==> src/rtl/shift_arbiter_if.sv <==
// shift_arbiter_if - handshake bundle between the two shift requesters,
// the shared shifter and the response consumer.
//
// Signals:
//   req0_* / req1_*  request channels (valid, ready, data, shamt, arith)
//   resp_*           registered response channel (valid, ready, data, id)
//
// Modports:
//   slave   the shift_arbiter side (accepts requests, produces responses)
//   master  the environment side (issues requests, consumes responses)
//
// Handshake: a transfer happens on a rising clock edge where valid and
// ready are both high. valid must not depend on ready; ready may depend
// combinationally on valid and on the downstream ready.
interface shift_arbiter_if;
    logic        req0_valid;
    logic        req0_ready;
    logic [31:0] req0_data;
    logic [4:0]  req0_shamt;
    logic        req0_arith;

    logic        req1_valid;
    logic        req1_ready;
    logic [31:0] req1_data;
    logic [4:0]  req1_shamt;
    logic        req1_arith;

    logic        resp_valid;
    logic        resp_ready;
    logic [31:0] resp_data;
    logic        resp_id;

    modport slave (
        input  req0_valid, req0_data, req0_shamt, req0_arith,
        output req0_ready,
        input  req1_valid, req1_data, req1_shamt, req1_arith,
        output req1_ready,
        output resp_valid, resp_data, resp_id,
        input  resp_ready
    );

    modport master (
        output req0_valid, req0_data, req0_shamt, req0_arith,
        input  req0_ready,
        output req1_valid, req1_data, req1_shamt, req1_arith,
        input  req1_ready,
        input  resp_valid, resp_data, resp_id,
        output resp_ready
    );
endinterface

==> src/rtl/shift_arbiter.sv <==
// shift_arbiter - two requesters share one 32-bit right shifter.
//
// A round-robin arbiter grants at most one request per cycle. The granted
// operand is shifted (logical or arithmetic) and loaded into a one-entry
// response register tagged with the requester id.
//
// Ports:
//   clock  sole clock, rising edge
//   reset  synchronous, active-high
//   bus    shift_arbiter_if.slave: request channels 0/1 and response channel
//
// Handshake: transfer on a rising edge where valid && ready. Request
// readies depend combinationally on resp_ready (the response register can
// be emptied and refilled in the same cycle); resp_data/resp_id are pure
// register outputs.
module shift_arbiter (
    input  logic           clock,
    input  logic           reset,
    shift_arbiter_if.slave bus
);

    logic        resp_valid_q;
    logic [31:0] resp_data_q;
    logic        resp_id_q;
    // Id of the requester that last transferred; the other one wins a tie.
    logic        last_grant_q;

    logic        accept_en;
    logic        grant_valid;
    logic        grant_id;
    logic        xfer;
    logic [31:0] sel_data;
    logic [4:0]  sel_shamt;
    logic        sel_arith;
    logic [31:0] shift_result;

    // Arithmetic shift done as invert / logical shift / invert so a single
    // zero-filling shifter serves both modes.
    function automatic logic [31:0] shift_right(input logic [31:0] d,
                                                input logic [4:0]  s,
                                                input logic        a);
        if (a && d[31]) begin
            return ~((~d) >> s);
        end
        return d >> s;
    endfunction

    // The register can take a new result when empty or being drained now.
    assign accept_en = !reset && (!resp_valid_q || bus.resp_ready);

    always_comb begin
        grant_valid = 1'b0;
        grant_id    = 1'b0;
        if (bus.req0_valid && bus.req1_valid) begin
            grant_valid = 1'b1;
            grant_id    = !last_grant_q;
        end else if (bus.req0_valid) begin
            grant_valid = 1'b1;
            grant_id    = 1'b0;
        end else if (bus.req1_valid) begin
            grant_valid = 1'b1;
            grant_id    = 1'b1;
        end
    end

    assign bus.req0_ready = accept_en && grant_valid && (grant_id == 1'b0);
    assign bus.req1_ready = accept_en && grant_valid && (grant_id == 1'b1);

    // A grant is only ever given to a valid requester, so ready implies valid.
    assign xfer = accept_en && grant_valid;

    always_comb begin
        sel_data  = bus.req0_data;
        sel_shamt = bus.req0_shamt;
        sel_arith = bus.req0_arith;
        if (grant_id) begin
            sel_data  = bus.req1_data;
            sel_shamt = bus.req1_shamt;
            sel_arith = bus.req1_arith;
        end
    end

    assign shift_result = shift_right(sel_data, sel_shamt, sel_arith);

    always_ff @(posedge clock) begin
        if (reset) begin
            resp_valid_q <= 1'b0;
            resp_data_q  <= 32'h0000_0000;
            resp_id_q    <= 1'b0;
            last_grant_q <= 1'b1;
        end else if (xfer) begin
            resp_valid_q <= 1'b1;
            resp_data_q  <= shift_result;
            resp_id_q    <= grant_id;
            last_grant_q <= grant_id;
        end else if (resp_valid_q && bus.resp_ready) begin
            // Data and id keep their last values once consumed.
            resp_valid_q <= 1'b0;
        end
    end

    assign bus.resp_valid = resp_valid_q;
    assign bus.resp_data  = resp_data_q;
    assign bus.resp_id    = resp_id_q;

endmodule
==> src/flat_wrapper.sv <==
// flat-port wrapper written by rule: the top's interface ports become plain ports
module shift_arbiter_flat 
  (clock, reset, bus_req0_valid, bus_req0_data, bus_req0_shamt, bus_req0_arith, bus_req0_ready, bus_req1_valid, bus_req1_data, bus_req1_shamt, bus_req1_arith, bus_req1_ready, bus_resp_valid, bus_resp_data, bus_resp_id, bus_resp_ready);
  shift_arbiter_if bus_i ();
  input  logic clock;
  input  logic reset;
  input wire logic [$bits(bus_i.req0_valid)-1:0] bus_req0_valid;
  input wire logic [$bits(bus_i.req0_data)-1:0] bus_req0_data;
  input wire logic [$bits(bus_i.req0_shamt)-1:0] bus_req0_shamt;
  input wire logic [$bits(bus_i.req0_arith)-1:0] bus_req0_arith;
  output wire logic [$bits(bus_i.req0_ready)-1:0] bus_req0_ready;
  input wire logic [$bits(bus_i.req1_valid)-1:0] bus_req1_valid;
  input wire logic [$bits(bus_i.req1_data)-1:0] bus_req1_data;
  input wire logic [$bits(bus_i.req1_shamt)-1:0] bus_req1_shamt;
  input wire logic [$bits(bus_i.req1_arith)-1:0] bus_req1_arith;
  output wire logic [$bits(bus_i.req1_ready)-1:0] bus_req1_ready;
  output wire logic [$bits(bus_i.resp_valid)-1:0] bus_resp_valid;
  output wire logic [$bits(bus_i.resp_data)-1:0] bus_resp_data;
  output wire logic [$bits(bus_i.resp_id)-1:0] bus_resp_id;
  input wire logic [$bits(bus_i.resp_ready)-1:0] bus_resp_ready;
  assign bus_i.req0_valid = bus_req0_valid;
  assign bus_i.req0_data = bus_req0_data;
  assign bus_i.req0_shamt = bus_req0_shamt;
  assign bus_i.req0_arith = bus_req0_arith;
  assign bus_req0_ready = bus_i.req0_ready;
  assign bus_i.req1_valid = bus_req1_valid;
  assign bus_i.req1_data = bus_req1_data;
  assign bus_i.req1_shamt = bus_req1_shamt;
  assign bus_i.req1_arith = bus_req1_arith;
  assign bus_req1_ready = bus_i.req1_ready;
  assign bus_resp_valid = bus_i.resp_valid;
  assign bus_resp_data = bus_i.resp_data;
  assign bus_resp_id = bus_i.resp_id;
  assign bus_i.resp_ready = bus_resp_ready;
  shift_arbiter u_core (.clock(clock), .reset(reset), .bus(bus_i));
endmodule
==> config.mk <==
export PLATFORM = sky130hd
export DESIGN_NAME = shift_arbiter_flat
export DESIGN_NICKNAME = d
export VERILOG_FILES = /design/src/rtl/shift_arbiter_if.sv /design/src/rtl/shift_arbiter.sv /design/src/flat_wrapper.sv
export SDC_FILE = /design/constraint.sdc
export NUM_CORES = 1
export LEC_CHECK = 0
export BUFFER_PORTS_ARGS = -buffer_cell sky130_fd_sc_hd__buf_4
export CAP_MARGIN = 20
export CORE_MARGIN = 10
export CORE_UTILIZATION = 50
export DETAILED_ROUTE_END_ITERATION = 8
export PLACE_DENSITY = 0.76
export SETUP_SLACK_MARGIN = 0.1
export SLEW_MARGIN = 10
export SYNTH_ARGS = -nofsm -noshare
export SYNTH_HDL_FRONTEND = slang
export SYNTH_SLANG_ARGS = --single-unit
==> constraint.sdc <==
create_clock -name clock -period 3.2 [get_ports clock]
set_input_delay 0.32 -clock clock [delete_from_list [all_inputs] [get_ports clock]]
set_output_delay 0.32 -clock clock [all_outputs]
set_load 0.01 [all_outputs]
== Yosys cells after proc, flatten, opt, wreduce, memory -nomap -nowiden ==
Index checks and enable logic that the tools add are counted.

* Output and inout bits: 36
* Register bits: 35
* Word-level logic and storage cells: 34

* Shift operators: 2
* Mux-type cells: 13
* Reduce and logical (&&, ||, !) cells: 12
* Bitwise gates (word level): 3

{| class="wikitable"
|+ Operators by type and width
! kind !! number
|-
| 32-bit 2-to-1 mux || 3
|-
| 32-bit inverter || 2
|-
| 32-bit by 5-bit right shift with 32-bit output || 2
|-
| 1-bit 2-to-1 mux || 9
|-
| 1-bit logical AND || 7
|-
| 5-bit 2-to-1 mux || 1
|-
| 1-bit zero test || 3
|-
| 2-bit nonzero test || 1
|-
| 1-bit logical OR || 1
|-
| 1-bit inverter || 1
|}

== Longest topological paths before layout ==
* Depth after elaboration: 9
* Depth in mapped cells: 10

== Least setup slack after synthesis ==
No wires, ideal clock.

* Path type: reg2reg
* From: reg u_core.last_grant_q
* To: reg u_core.resp_data_q[4], in the netlist u_core.bus.resp_data[4]
* Setup time: 62 ps
* Slack: 1176 ps
* Buffers on the path: 2
* Data arrival time: 1962 ps
* Cell stages (with the launch flop): 10
* Cell sequence: dfxtp_1 > a21bo_4 > buf_12 > mux2i_2 > buf_6 > mux2i_1 > a21oi_1 > a21o_1 > a211o_1 > nand3_1

* Longest elaborated chain between the ends: 8
* Elaborated cells on any way between the ends: 13
* Those cells by class: shift: 2; mux: 7; bitwise: 2; reduce/logical: 2

{| class="wikitable"
|+ Ends and longest elaborated chain
! element !! line !! source
|-
| start: declaration || shift_arbiter.sv:26 || <nowiki>logic last_grant_q;</nowiki>
|-
| start signal: assignment || shift_arbiter.sv:95 || <nowiki>last_grant_q <= grant_id;</nowiki>
|-
| 1-bit zero test (*) || shift_arbiter.sv:56 || <nowiki>grant_id = !last_grant_q;</nowiki>
|-
| 1-bit 2-to-1 mux (*) || shift_arbiter.sv:54 || <nowiki>if (bus.req0_valid && bus.req1_valid) begin</nowiki>
|-
| 32-bit 2-to-1 mux || shift_arbiter.sv:76 || <nowiki>if (grant_id) begin</nowiki>
|-
| 32-bit inverter || shift_arbiter.sv:43 || <nowiki>return ~((~d) >> s);</nowiki>
|-
| 32-bit by 5-bit right shift with 32-bit output || shift_arbiter.sv:43 ||
|-
| 32-bit inverter || shift_arbiter.sv:43 ||
|-
| 32-bit 2-to-1 mux || shift_arbiter.sv:42 || <nowiki>if (a && d[31]) begin</nowiki>
|-
| 32-bit 2-to-1 mux (*) || shift_arbiter.sv:45 || <nowiki>return d >> s;</nowiki>
|-
| end signal: assignment || shift_arbiter.sv:93 || <nowiki>resp_data_q <= shift_result;</nowiki>
|-
| end: declaration || shift_arbiter.sv:23 || <nowiki>logic [31:0] resp_data_q;</nowiki>
|}

Mark *: on every way between the ends. The rest lies on a longest branch, timed or not. The select of a mux whose other input is x is not followed.
A chain may end at the register's enable or synchronous reset.

== Final worst setup path ==
* From: reg u_core.last_grant_q
* To: reg u_core.resp_data_q[15], in the netlist u_core.bus.resp_data[15]

Same word-level chain as after synthesis.

==> impl_results.md <==
* Status: completed
* Detail Route Antenna Nets at 0
* Floorplan row count at 34
* Async SR Flop Fraction at 0
* Fin. Hold Viols at 0
* Top post-synthesis cells by area: mux2i_1, dfxtp_1, mux2_2, nand2_1, o21ai_0
* Post-CTS resize count at 0
* WL/cell at 23.4 µm
* Max Fclk at 0.367 GHz
* Vias at 5192
* Hold buffers post-CTS at 0
* VDD IR max at 0.000218 V
* Reg2Reg Setup Slack at 0.47 ns
* Max Cap Viol at 0
* Buf/Inv on CP at 1
* Slew @ Worst Pin at 0.606 ns
* Design Area, Final at 5600 µm²
* HP Class: in2reg
* Post-synth EDFFs at 0
* Syn. warnings at 0
* Post CTS Setup Buffer Count at 0
* Crit end category: flop
* Worst path slowest cell: a2111oi_0
* Top cell type's share of synthesized area at 0.190
* Pwr/cell area at 376 nW/µm²
* Placed insts at 765
* Starting density of the core at 0.521
* Detailed-route DRC error count at 0
* Synth area leader: mux2i_1
* Top cells by count, synth: mux2i_1, nand2_1, nor2_1, o21ai_0, a21oi_1
* Area added between synthesis and finish at 22.1%
* IO Pins at 117
* CP Depth at 6
* Post-DR vias/cell at 6.72
* DP Area at 5460 µm²
* HPWL Detailed at 13600 µm
* Antenna violations before repair at 0
* Die width at 116 µm
* FF+latch count, synth at 35
* Mean Syn Cell Area at 8.02 µm²
* WP data required at 3.45 ns
* Synth Instances at 572
* CP top delay family: compound AO/OA/AOI/OAI gates
* Sink Count at 35
* Worst-skew pair later-pin latency at 0.30 ns
* Iter 0 DRT Violations at 609
* Share of cells above drive strength 1 at 0.311
* H-Tree Depth at 2
* Leak at 2.47 nW
* Largest net degree at the start of global routing at 39
* R2r worst-path depth at 6
* Prevailing post-synth register cell: dfxtp_1
* Final min period at 2.73 ns
* Final Setup Violations at 0
* Clk buf depth at 2
* Total CTS buffers at 5
* Sequential fraction of the synthesis area at 0.153
* NumNets Final at 745
* Post-Syn Area at 4590 µm²
* Total power at 2.10 mW
* CTS Root Cell: clkbuf_8
* Worst EP arrival at 2.98 ns
* CTS clock-pin slew for the worst setup and hold paths at 0.08 ns
* Most frequent cell after synthesis: mux2i_1
* CTS tree: done
* Ant diodes at 0
* DRT Wirelength at 18100 µm
* Max-slew headroom at 0.586
* Fin cells at 773
* WHS Path Cells at 3
* Worst Setup Path Type: reg2reg
* Worst path cell trace: a21bo_4 > mux2i_4 > buf_4 > a21oi_1 > a2111oi_0 > a22o_1
* Fin crit share at 0.853
* IO buf count at 116
* Fin. max-slew vios at 0
* RSZ-0062 raised after global routing: false
* Mapped Nets at 653
* GP Congestion at 0.973
* Die height at 116 µm
* Skew final at 0.00314 ns
* Number of global-route vias before repair at 5063
* First-pass GRT wire length at 28200 µm
* Router iterations before antenna repair at 5
* Critical Path Fanout Max at 22
* Total track usage at 0.261
* TNS Setup at 0 ns
* Crit path launch type: flop
* Core footprint at 8810 µm²
* Grt ovf at 0
* Synth cell types at 66
* Die area at 13400 µm²
* CP max stage delay at 0.59 ns
## power breakdown
| group | leakage, nW | internal (mW) | total [mW] | switching [mW] |
|---|---|---|---|---|
| clock | 0.0644 | 0.311 | 0.510 | 0.199 |
| combinational | 2.12 | 0.459 | 1.06 | 0.598 |
| sequential | 0.291 | 0.496 | 0.536 | 0.0397 |
| total | 2.47 | 1.27 | 2.10 | 0.837 |
## path summary, 6_finish.rpt
check                                     endpoint                             startpoint
min reg2reg  u_core.bus.resp_data[18]$_SDFFE_PP0P_  u_core.bus.resp_data[18]$_SDFFE_PP0P_
min             u_core.bus.resp_valid$_SDFFE_PP0P_                         bus_req1_valid
max reg2reg  u_core.bus.resp_data[15]$_SDFFE_PP0P_       u_core.last_grant_q$_SDFFE_PP1P_
max          u_core.bus.resp_data[15]$_SDFFE_PP0P_       u_core.last_grant_q$_SDFFE_PP1P_
## placed cells by master, fill, tap and decap left out, types with 4 or more instances in the layout
cell type / synthesis / final
mux2_2: 30 / 30
mux2_4: 5 / 5
o22ai_1: 7 / 7
a31oi_1: 10 / 10
nor2b_1: 8 / 8
nor3_1: 20 / 19
dfxtp_1: 35 / 35
nand2_1: 59 / 59
a21oi_1: 39 / 39
a22oi_1: 4 / 4
inv_1: 8 / 8
clkbuf_8: 0 / 5
a221oi_1: 4 / 4
buf_4: 10 / 135
nand3_1: 19 / 19
mux4_2: 8 / 8
nor2_1: 40 / 40
nand3b_1: 8 / 8
o21ai_0: 40 / 40
o211ai_1: 10 / 10
mux2i_1: 87 / 86
a211oi_1: 9 / 9
a21o_1: 4 / 4
## registers in the layout, summed over array words and instances, names as in the netlist
register	count
u_core.bus.resp_data	32
u_core.bus.resp_id	1
u_core.bus.resp_valid	1
u_core.last_grant_q	1
## worst reg2reg max path, cell delays in order (launching register included)
cell	delay (ns)
dfxtp_1	0.41
a21bo_4	0.43
mux2i_4	0.58
buf_4	0.34
a21oi_1	0.12
a2111oi_0	0.59
a22o_1	0.21
## per-stage QoR
| stage | hold WS [ns] | setup WS (ns) | util |
|---|---|---|---|
| detailed placement | 0.433 | 0.514 | 0.620 |
| CTS | 0.271 | 0.573 | 0.636 |
| global placement | 0.429 | 0.563 | 0.620 |
| finish | 0.268 | 0.472 | 0.636 |
| global route | 0.291 | 0.367 | 0.636 |
| floorplan | 0.445 | 1.18 | - |
## cell families after synthesis
family                 Yosys count  synth area share
muxes                          135             0.343
DFF                             35             0.153
buffers and inverters           61            0.0783
AOI/OAI and AO/OA              173             0.258
and+or+nand+nor                168             0.169
## metal layers
layer	global-route usage	wire length [µm]	share of wire
met5	0	0	0
met4	0.0701	444	0.025
met3	0.0460	1790	0.099
met2	0.429	8520	0.47
met1	0.344	7310	0.40
## final cells by class
class	count	area, µm²
clock inverters	3	67.6
flip-flops and latches	35	701
well taps	108	135
clock buffers	5	68.8
multi-input cells	476	3540
fillers	824	3210
inverters	9	33.8
repair buffers	137	1050
No activity file was read; power rests on OpenSTA's default activity.
